File: src/rtl/fetch_unit.sv
// Fetch stage: owns the PC, drives the combinational instruction memory and registers the
// returned word toward decode through a valid/ready stage. Define FETCH_HALT_EN to stop on HALT_WORD.
module fetch_unit #(
   parameter logic [31:0] RESET_PC  = 32'h0000_0000,
   parameter logic [31:0] HALT_WORD = 32'hFFFF_FFFF
) (
   input  logic        clk,
   input  logic        rst,
   output logic [31:0] imem_addr,
   input  logic [31:0] imem_data,
   input  logic        fetch_en,
   input  logic        redirect,
   input  logic [31:0] redirect_pc,
   output logic        inst_valid,
   input  logic        inst_ready,
   output logic [31:0] inst,
   output logic [31:0] inst_pc,
   output logic        halted
);

   localparam logic [1:0] IDLE = 2'd0;
   localparam logic [1:0] RUN  = 2'd1;
   localparam logic [1:0] HALT = 2'd2;

   logic [1:0]  state;
   logic [31:0] pc;
   logic        load;
   logic        transfer;
   logic        halt_hit;

   assign imem_addr = pc;
   assign transfer  = inst_valid && inst_ready;
   assign load      = (state == RUN) && (!inst_valid || inst_ready) && !redirect;

`ifdef FETCH_HALT_EN
   assign halt_hit = load && (imem_data == HALT_WORD);

   always_ff @(posedge clk or posedge rst) begin
      if (rst) begin
         halted <= 1'b0;
      end else if (redirect) begin
         halted <= 1'b0;
      end else if (halt_hit) begin
         halted <= 1'b1;
      end
   end
`else
   logic unused_halt_word;
   assign unused_halt_word = ^HALT_WORD;
   assign halt_hit         = 1'b0;
   assign halted           = 1'b0;
`endif

   // Redirect outranks both load and stall; the halt word itself is still delivered to decode.
   always_ff @(posedge clk or posedge rst) begin
      if (rst) begin
         pc         <= RESET_PC;
         inst       <= 32'h0;
         inst_pc    <= 32'h0;
         inst_valid <= 1'b0;
         state      <= IDLE;
      end else if (redirect) begin
         pc         <= redirect_pc;
         inst_valid <= 1'b0;
         if (state == HALT) begin
            state <= fetch_en ? RUN : IDLE;
         end
      end else begin
         if (load) begin
            inst       <= imem_data;
            inst_pc    <= pc;
            inst_valid <= 1'b1;
            pc         <= pc + 32'd1;
         end else if (transfer) begin
            inst_valid <= 1'b0;
         end

         if (halt_hit) begin
            state <= HALT;
         end else begin
            case (state)
               IDLE:    if (fetch_en)  state <= RUN;
               RUN:     if (!fetch_en) state <= IDLE;
               default: state <= state;
            endcase
         end
      end
   end

endmodule

File: config.mk
export PLATFORM = sky130hd
export DESIGN_NAME = fetch_unit
export DESIGN_NICKNAME = d
export VERILOG_FILES = /design/src/rtl/fetch_unit.sv
export SDC_FILE = /design/constraint.sdc
export NUM_CORES = 1
export LEC_CHECK = 0
export ABC_CLOCK_PERIOD_IN_PS = 8000
export CORE_MARGIN = 2
export CORE_UTILIZATION = 48
export CTS_CLUSTER_DIAMETER = 200
export CTS_CLUSTER_SIZE = 24
export DETAILED_ROUTE_END_ITERATION = 6
export PLACE_DENSITY = 0.86
export SKIP_CTS_REPAIR_TIMING = 1
export SLEW_MARGIN = 30
export SYNTH_ARGS = -nofsm -noshare
export SYNTH_HDL_FRONTEND = slang
export SYNTH_SLANG_ARGS = --single-unit
File: constraint.sdc
create_clock -name clk -period 8 [get_ports clk]
set_clock_uncertainty 0.05 [all_clocks]
set_input_delay 1.2 -clock clk [delete_from_list [all_inputs] [get_ports clk]]
set_output_delay 1.2 -clock clk [all_outputs]
set_load 0.02 [all_outputs]
# Word level (Yosys, flattened, before mapping)
# Cells that the tools add are included.
word_totals:
  register_bits: 99
  latch_bits: 0
  ramBits: 0
  mem_bits_ro: 0
  input_bits: 69
  out_inout_bits: 98
  n_memories: 0
op_classes:
  add_sub_neg: 1
  multipliers: 0
  n_div: 0
  n_lt_le_gt_ge: 0
  eq_ne: 5
  shift: 0
  muxes: 11
  n_bitwise: 1
  reduce_logical: 12
op_table:
  columns: ["cell", "n"]
  rows:
  - ["2-to-1 mux 32 bit", 2]
  - ["adder 32 x 1 -> 32 bit (second input constant)", 1]
  - ["2-to-1 mux 2 bit", 4]
  - ["inequality test 3 bit (second input constant)", 2]
  - ["nonzero test 3 bit", 2]
  - ["2-to-1 mux 1 bit", 4]
  - ["case mux 2 bit (2 select lines)", 1]
  - ["AND reduction 4 bit", 1]
  - ["logical AND 1 bit", 3]
  - ["equality test 2 x 1 -> 1 bit (second input constant)", 1]
  - ["equality test 2 bit (second input constant)", 1]
  - ["logical NOT 1 bit", 2]
  - ["logical NOT 2 bit", 1]
  - ["inequality test 2 x 1 -> 1 bit (second input constant)", 1]
  - ["AND reduction 2 bit", 1]
  - ["nonzero test 2 bit", 1]
  - ["logical OR 1 bit", 1]
  - ["NOT 1 bit", 1]

# Logic depth before layout (Yosys ltp)
# Gate-level depths: netlist (run 1).
logic_depth:
  ltp_word: 6
  mapped_depth: 6
  ltp_nobuf: 5

# Least setup slack after synthesis (run 1)
# Ideal clock, no wire load.
synth_path:
  path_kind: "input -> register"
  from: "input port inst_ready"
  to: "register inst[0]"
  setup_time_ps: 125
  arrival_time_ps: 2312
  slack_ps: 5513
  path_stages: 5
  path_cell_list: "nand2b_2 nand2_1 nor2_2 buf_2 mux2_2"
synth_via:
  elab_chain_cells: 4
synth_rtl:
  columns: ["element", "line", "text"]
  rows:
  - ["start: declaration", "15", "input logic inst_ready,"]
  - ["logical OR 1 bit", "33", "assign load = (state == RUN) && (!inst_valid || inst_ready) && !redirect;"]
  - ["logical AND 1 bit (2 in a row)", "33", null]
  - ["AND reduction 2 bit (no line)", null, null]
  - ["end signal: assignment", "70", "inst <= imem_data;"]
  - ["end: declaration", "16", "output logic [31:0] inst,"]
# Every way passes these cells.
# A chain may end at the register's enable or synchronous reset.

# Worst setup path in the final report (run 1)
layout_path:
  from: "input port inst_ready"
  to: "register inst[2]"
# The elaborated chain is that of the path after synthesis.

==> results.txt, run 1 <==
Die Y-Extent: 99.8 um
Synth warn: 0
Commonest non-fill, non-tap cell in the layout: clkdlybuf4s50_1
Pwr/cell area: 245 nW/um^2
Multi-input logic area: 1850 um^2
Largest area contributor in the netlist: dfrtp_1
Seq/Total Area, Yosys: 55.6%
H-tree lvl count: 3
Final HPWL DP: 7.89 mm
GRT overflow: 0
Dpl ws: 4270 ps
Drc violations: 0
Total CTS buffers: 9
Net Count, Synth: 421
Clk slew on worst S/H paths: 80 ps
RD Place Congestion: 0.774
Setup TNS: 0 ps
Layout Nets: 581
Number of I/O pins: 167
Status: finished, final reports clean
Dominant synthesized flop cell: dfrtp_1
FF/Latch Area: 2450 um^2
R2r setup slk: 5550 ps
Worst IR Drop VDD: 123 uV
EDFF count, synth: 0
Final setup margin: 4630 ps
Largest net degree at the start of global routing: 66
Synthesized area: 4410 um^2
Global-route wire length before repair: 17.5 mm
Required @ worst endpoint: 8190 ps
Max_cap viols: 0
Critical path class: in2reg
Hold Crit Class: reg2reg
Final Core Density: 72.4%
Worst hold stages: 1
Mean Syn Cell Area: 12.6 um^2
Vias: 3306
CTS tree: yes
Post-DP Area: 6130 um^2
Filler Cell Count: 606
Post-synthesis async set-or-reset flop share: 100%
Final Cell Area: 6380 um^2
#FFs+latches synth: 98
Via density: 5.30
Post-route ant nets: 0
Fin crit period: 3370 ps
Die ar.: 9970 um^2
Post-Synthesis Cells: 351
Finished Layout Cells: 624
DR pass1 iterations: 4
Clock root cell: clkbuf_8
Setup crit start kind: input pin
Initial antenna violation count: 0
Area added between synthesis and finish: 44.7%
Critical path arrival: 3560 ps
Most frequent cells in the layout: 164 x clkdlybuf4s50_1, 98 x dfrtp_1, 66 x mux2_2
Clk sinks: 98
PortBufs: 165
Antenna fix cells: 0
Total power draw: 1.56 mW
Die width: 99.8 um
Clock buffer depth: 2
Post-DR wirelength/cell: 17.5 um
Total GRT Usage: 22.3%
# setup viols final: 0
Initial Util: 50.1%
Yosys top cell area share: 55.6%
Final hold vios: 0
Yosys cell types: 37
Vias in the first global route: 3374
Lkg Pwr: 2.53 nW
Routed wire length: 10.9 mm
Initial DRC count: 77
CP Max Fanout: 44
Final slew viol count: 0
Fmax: 0.297 GHz
Worst skew pair latency: 360 ps
RSZ-0062 raised after global routing: false
Hold_ws: 464 ps
Core area: 8810 um^2
Dpl cells: 608
Critical Path End Type: flop
Share of cells above drive strength 1: 21.1%
Relative slew slack: 45.5%
Final worst path period share: 42.1%
Worst Tran Pin Value: 815 ps
Reg2Reg Depth: 5
Row cnt: 34
Dominant cells by area after synthesis: dfrtp_1 56%, mux2_2 17%, xnor2_1 5.6%, nand2_1 3.4%, o21ai_0 2.0%
[flip-flops by register name (all words and copies together), names as in the netlist]
signal,flops
inst,32
state,1
imem_addr,32
inst_pc,32
inst_valid,1
[cell families after synthesis]
| kind of cell | count (synthesis) | share of synthesized area [%] |
|---|---|---|
| and+or+nand+nor | 96 | 14.5 |
| muxes | 67 | 17.1 |
| DFF | 98 | 55.6 |
| other | 1 | 0.0851 |
| xor gates and xnor gates | 31 | 6.16 |
| AOI/OAI and AO/OA | 32 | 3.63 |
| adders and majority gates | 1 | 0.284 |
| buffers and inverters | 25 | 2.61 |
[layer usage]
metal,vias to the layer above,global-route usage (%),part of all wire [%]
met5,-,0,0
met4,0,7.38,1.3
met3,13,5.36,8.1
met2,155,36.3,48
met1,1594,29.6,43
li1,1544,-,-
[cell usage after synthesis, types with 2 or more instances]
| library cell | n |
|---|---|
| nand4_1 | 5 |
| xor2_1 | 3 |
| nor2_1 | 5 |
| nand2_1 | 40 |
| and4_4 | 2 |
| and4_2 | 2 |
| nor4_2 | 6 |
| dfrtp_1 | 98 |
| nand3_1 | 8 |
| mux2_2 | 66 |
| inv_1 | 6 |
| o21ai_1 | 13 |
| and4_1 | 2 |
| xnor2_1 | 28 |
| buf_2 | 8 |
| nand3_4 | 2 |
| nor4b_2 | 2 |
| nor4_4 | 3 |
| nor3_1 | 9 |
| clkbuf_1 | 8 |
| o21ai_0 | 18 |
| nor4_1 | 2 |
[layout make-up]
cell class,count,share of cell area (%)
clock buffer,12,2.43
multi-input combinational,228,28.9
inverter,6,0.392
timing repair buffer,168,26.2
clock inverter,4,1.53
sequential,98,38.4
tap,108,2.12
[power by group]
part	total, mW	internal [mW]	leakage (nW)	switching, mW
registers	0.664	0.591	1.18	0.0731
clock network	0.393	0.225	0.123	0.168
logic	0.507	0.273	1.23	0.234
[critical path, stage by stage]
cell,delay [ps]
clkdlybuf4s50_1,450
nand2b_2,170
nand2_1,160
nor2_4,550
buf_4,580
mux2_2,410
[worst paths after layout]
kind,start,to
min reg2reg,inst_pc[27]$_DFFE_PP0P_,inst_pc[27]$_DFFE_PP0P_
min in group asynchronous,rst,inst[6]$_DFFE_PP0P_
max in group asynchronous,rst,inst[8]$_DFFE_PP0P_
min,inst_pc[27]$_DFFE_PP0P_,inst_pc[27]$_DFFE_PP0P_
max reg2reg,inst_valid$_DFFE_PP0P_,inst[2]$_DFFE_PP0P_
max,inst_ready,inst[2]$_DFFE_PP0P_
(Power assumes the default switching activity.)
==> run 2: changes to the inputs <==
Settings changed: ABC_CLOCK_PERIOD_IN_PS 8000 to 2750, CORE_UTILIZATION 48 to 40, PLACE_DENSITY 0.86 to 0.77.
Clock period 8 ns to 2.75 ns, I/O delays scaled along.
==> results.txt, run 2 (same netlist as run 1, synthesis figures left out) <==
Die ar.: 11900 um^2
Number of I/O pins: 167
Share of cells above drive strength 1: 21.7%
Final hold vios: 0
Status: finished, final reports clean
Core area: 10800 um^2
Worst IR Drop VDD: 311 uV
Initial Util: 40.8%
Crit path max-delay cell type: clkdlybuf4s50_1
Dpl ws: 402 ps
RSZ-0062 raised after global routing: false
Sw frac: 31.3%
Lkg Pwr: 2.54 nW
CP Max Fanout: 5
R2r setup slk: 910 ps
H-tree lvl count: 3
Routed wire length: 10.7 mm
Required @ worst endpoint: 2290 ps
Buf/Inv on CP: 1
Vias in the first global route: 3479
RD Place Congestion: 0.769
Worst Tran Pin Value: 639 ps
DR pass1 iterations: 4
Clock root cell: clkbuf_8
Pwr/cell area: 672 nW/um^2
Hold_ws: 432 ps
Most frequent cells in the layout: 164 x clkdlybuf4s50_1, 98 x dfrtp_1, 66 x mux2_2
Setup crit start kind: flop
Critical Path End Type: output port
Relative slew slack: 57.3%
Critical path's largest stage delay: 670 ps
Die width: 109 um
Total CTS buffers: 9
Reg2reg end: imem_addr[30]$_DFFE_PP0P_
Final HPWL DP: 7.99 mm
Reg-to-Reg Start: imem_addr[7]$_DFFE_PP0P_
# setup viols final: 0
Setup TNS: 0 ps
Critical path class: reg2out
Layout Nets: 587
PortBufs: 165
Row cnt: 38
Switching pwr: 1.35 mW
Global-route wire length before repair: 17.2 mm
Post-route ant nets: 0
Largest net degree at the start of global routing: 66
Drc violations: 0
Critical path arrival: 1550 ps
GRT overflow: 0
Logic pwr share: 34.5%
Vias: 3295
CTS tree: yes
Total GRT Usage: 18.8%
Clk pwr share: 21.1%
Area added between synthesis and finish: 45.7%
Commonest non-fill, non-tap cell in the layout: clkdlybuf4s50_1
Sequential Power Share: 44.4%
Clk sinks: 98
Fin crit period: 2010 ps
Fmax: 0.497 GHz
Final Core Density: 59.5%
Post-DR wirelength/cell: 16.2 um
Final setup margin: 737 ps
Worst skew pair latency: 360 ps
Clk slew on worst S/H paths: 90 ps
Final worst path period share: 73.2%
Total power draw: 4.31 mW
Initial DRC count: 64
Delay-heaviest family, CP: buffers and inverters
Reg2Reg Depth: 5
Hold Crit Class: in2async
Final slew viol count: 0
Antenna fix cells: 0
Clock buffer depth: 2
Via density: 4.98
Max_cap viols: 0
Initial antenna violation count: 0
Die Y-Extent: 109 um
Cell Chain, Critical Path: clkdlybuf4s50_1
Int Power: 2.96 mW
run 2: stage by stage:
| step | instance area (um^2) | std cells |
|---|---|---|
| 2_1_floorplan | 4410 | 351 |
| 3_3_place_gp | 6240 | 646 |
| 3_5_place_dp | 6240 | 646 |
| 4_1_cts | 6420 | 661 |
| 5_1_grt | 6420 | 661 |
| 6_report | 6420 | 661 |
run 2: worst max-delay path by stage:
stage          slack (ps)                         to  cells past startpoint                      start
2_1_floorplan        1010  imem_addr[26]$_DFFE_PP0P_                      6   imem_addr[3]$_DFFE_PP0P_
3_3_place_gp          500        inst[5]$_DFFE_PP0P_                      6                 inst_ready
3_5_place_dp          400     inst_pc[2]$_DFFE_PP0P_                      6                 inst_ready
4_1_cts               710              imem_addr[19]                      1  imem_addr[19]$_DFFE_PP0P_
5_1_grt               670              imem_addr[11]                      1  imem_addr[11]$_DFFE_PP0P_
6_report              740              imem_addr[19]                      1  imem_addr[19]$_DFFE_PP0P_
run 2: metal layers:
layer  track usage, %  part of all wire, %
met1             23.5                   41
met2             31.2                   50
met4             7.78                  1.7
met3             4.42                  7.3
met5                0                    0
run 2: layout make-up:
class,count,area (um^2)
clock buffers,12,145
repair buffers,174,1740
multi-input cells,228,1850
clock inverters,3,40.0
inverters,6,26.3
flip-flops and latches,98,2450
well taps,140,175
fillers,887,4370
run 2: power by group through the flow:
| stage | logic [mW] | registers, mW | clock network [mW] |
|---|---|---|---|
| floorplan | 0.388 | 2.27 | 0 |
| detailed placement | 1.50 | 1.95 | 0 |
| CTS | 1.51 | 1.92 | 0.940 |
| global placement | 1.47 | 1.93 | 0 |
| finish | 1.49 | 1.92 | 0.910 |
| global route | 1.58 | 1.96 | 0.996 |
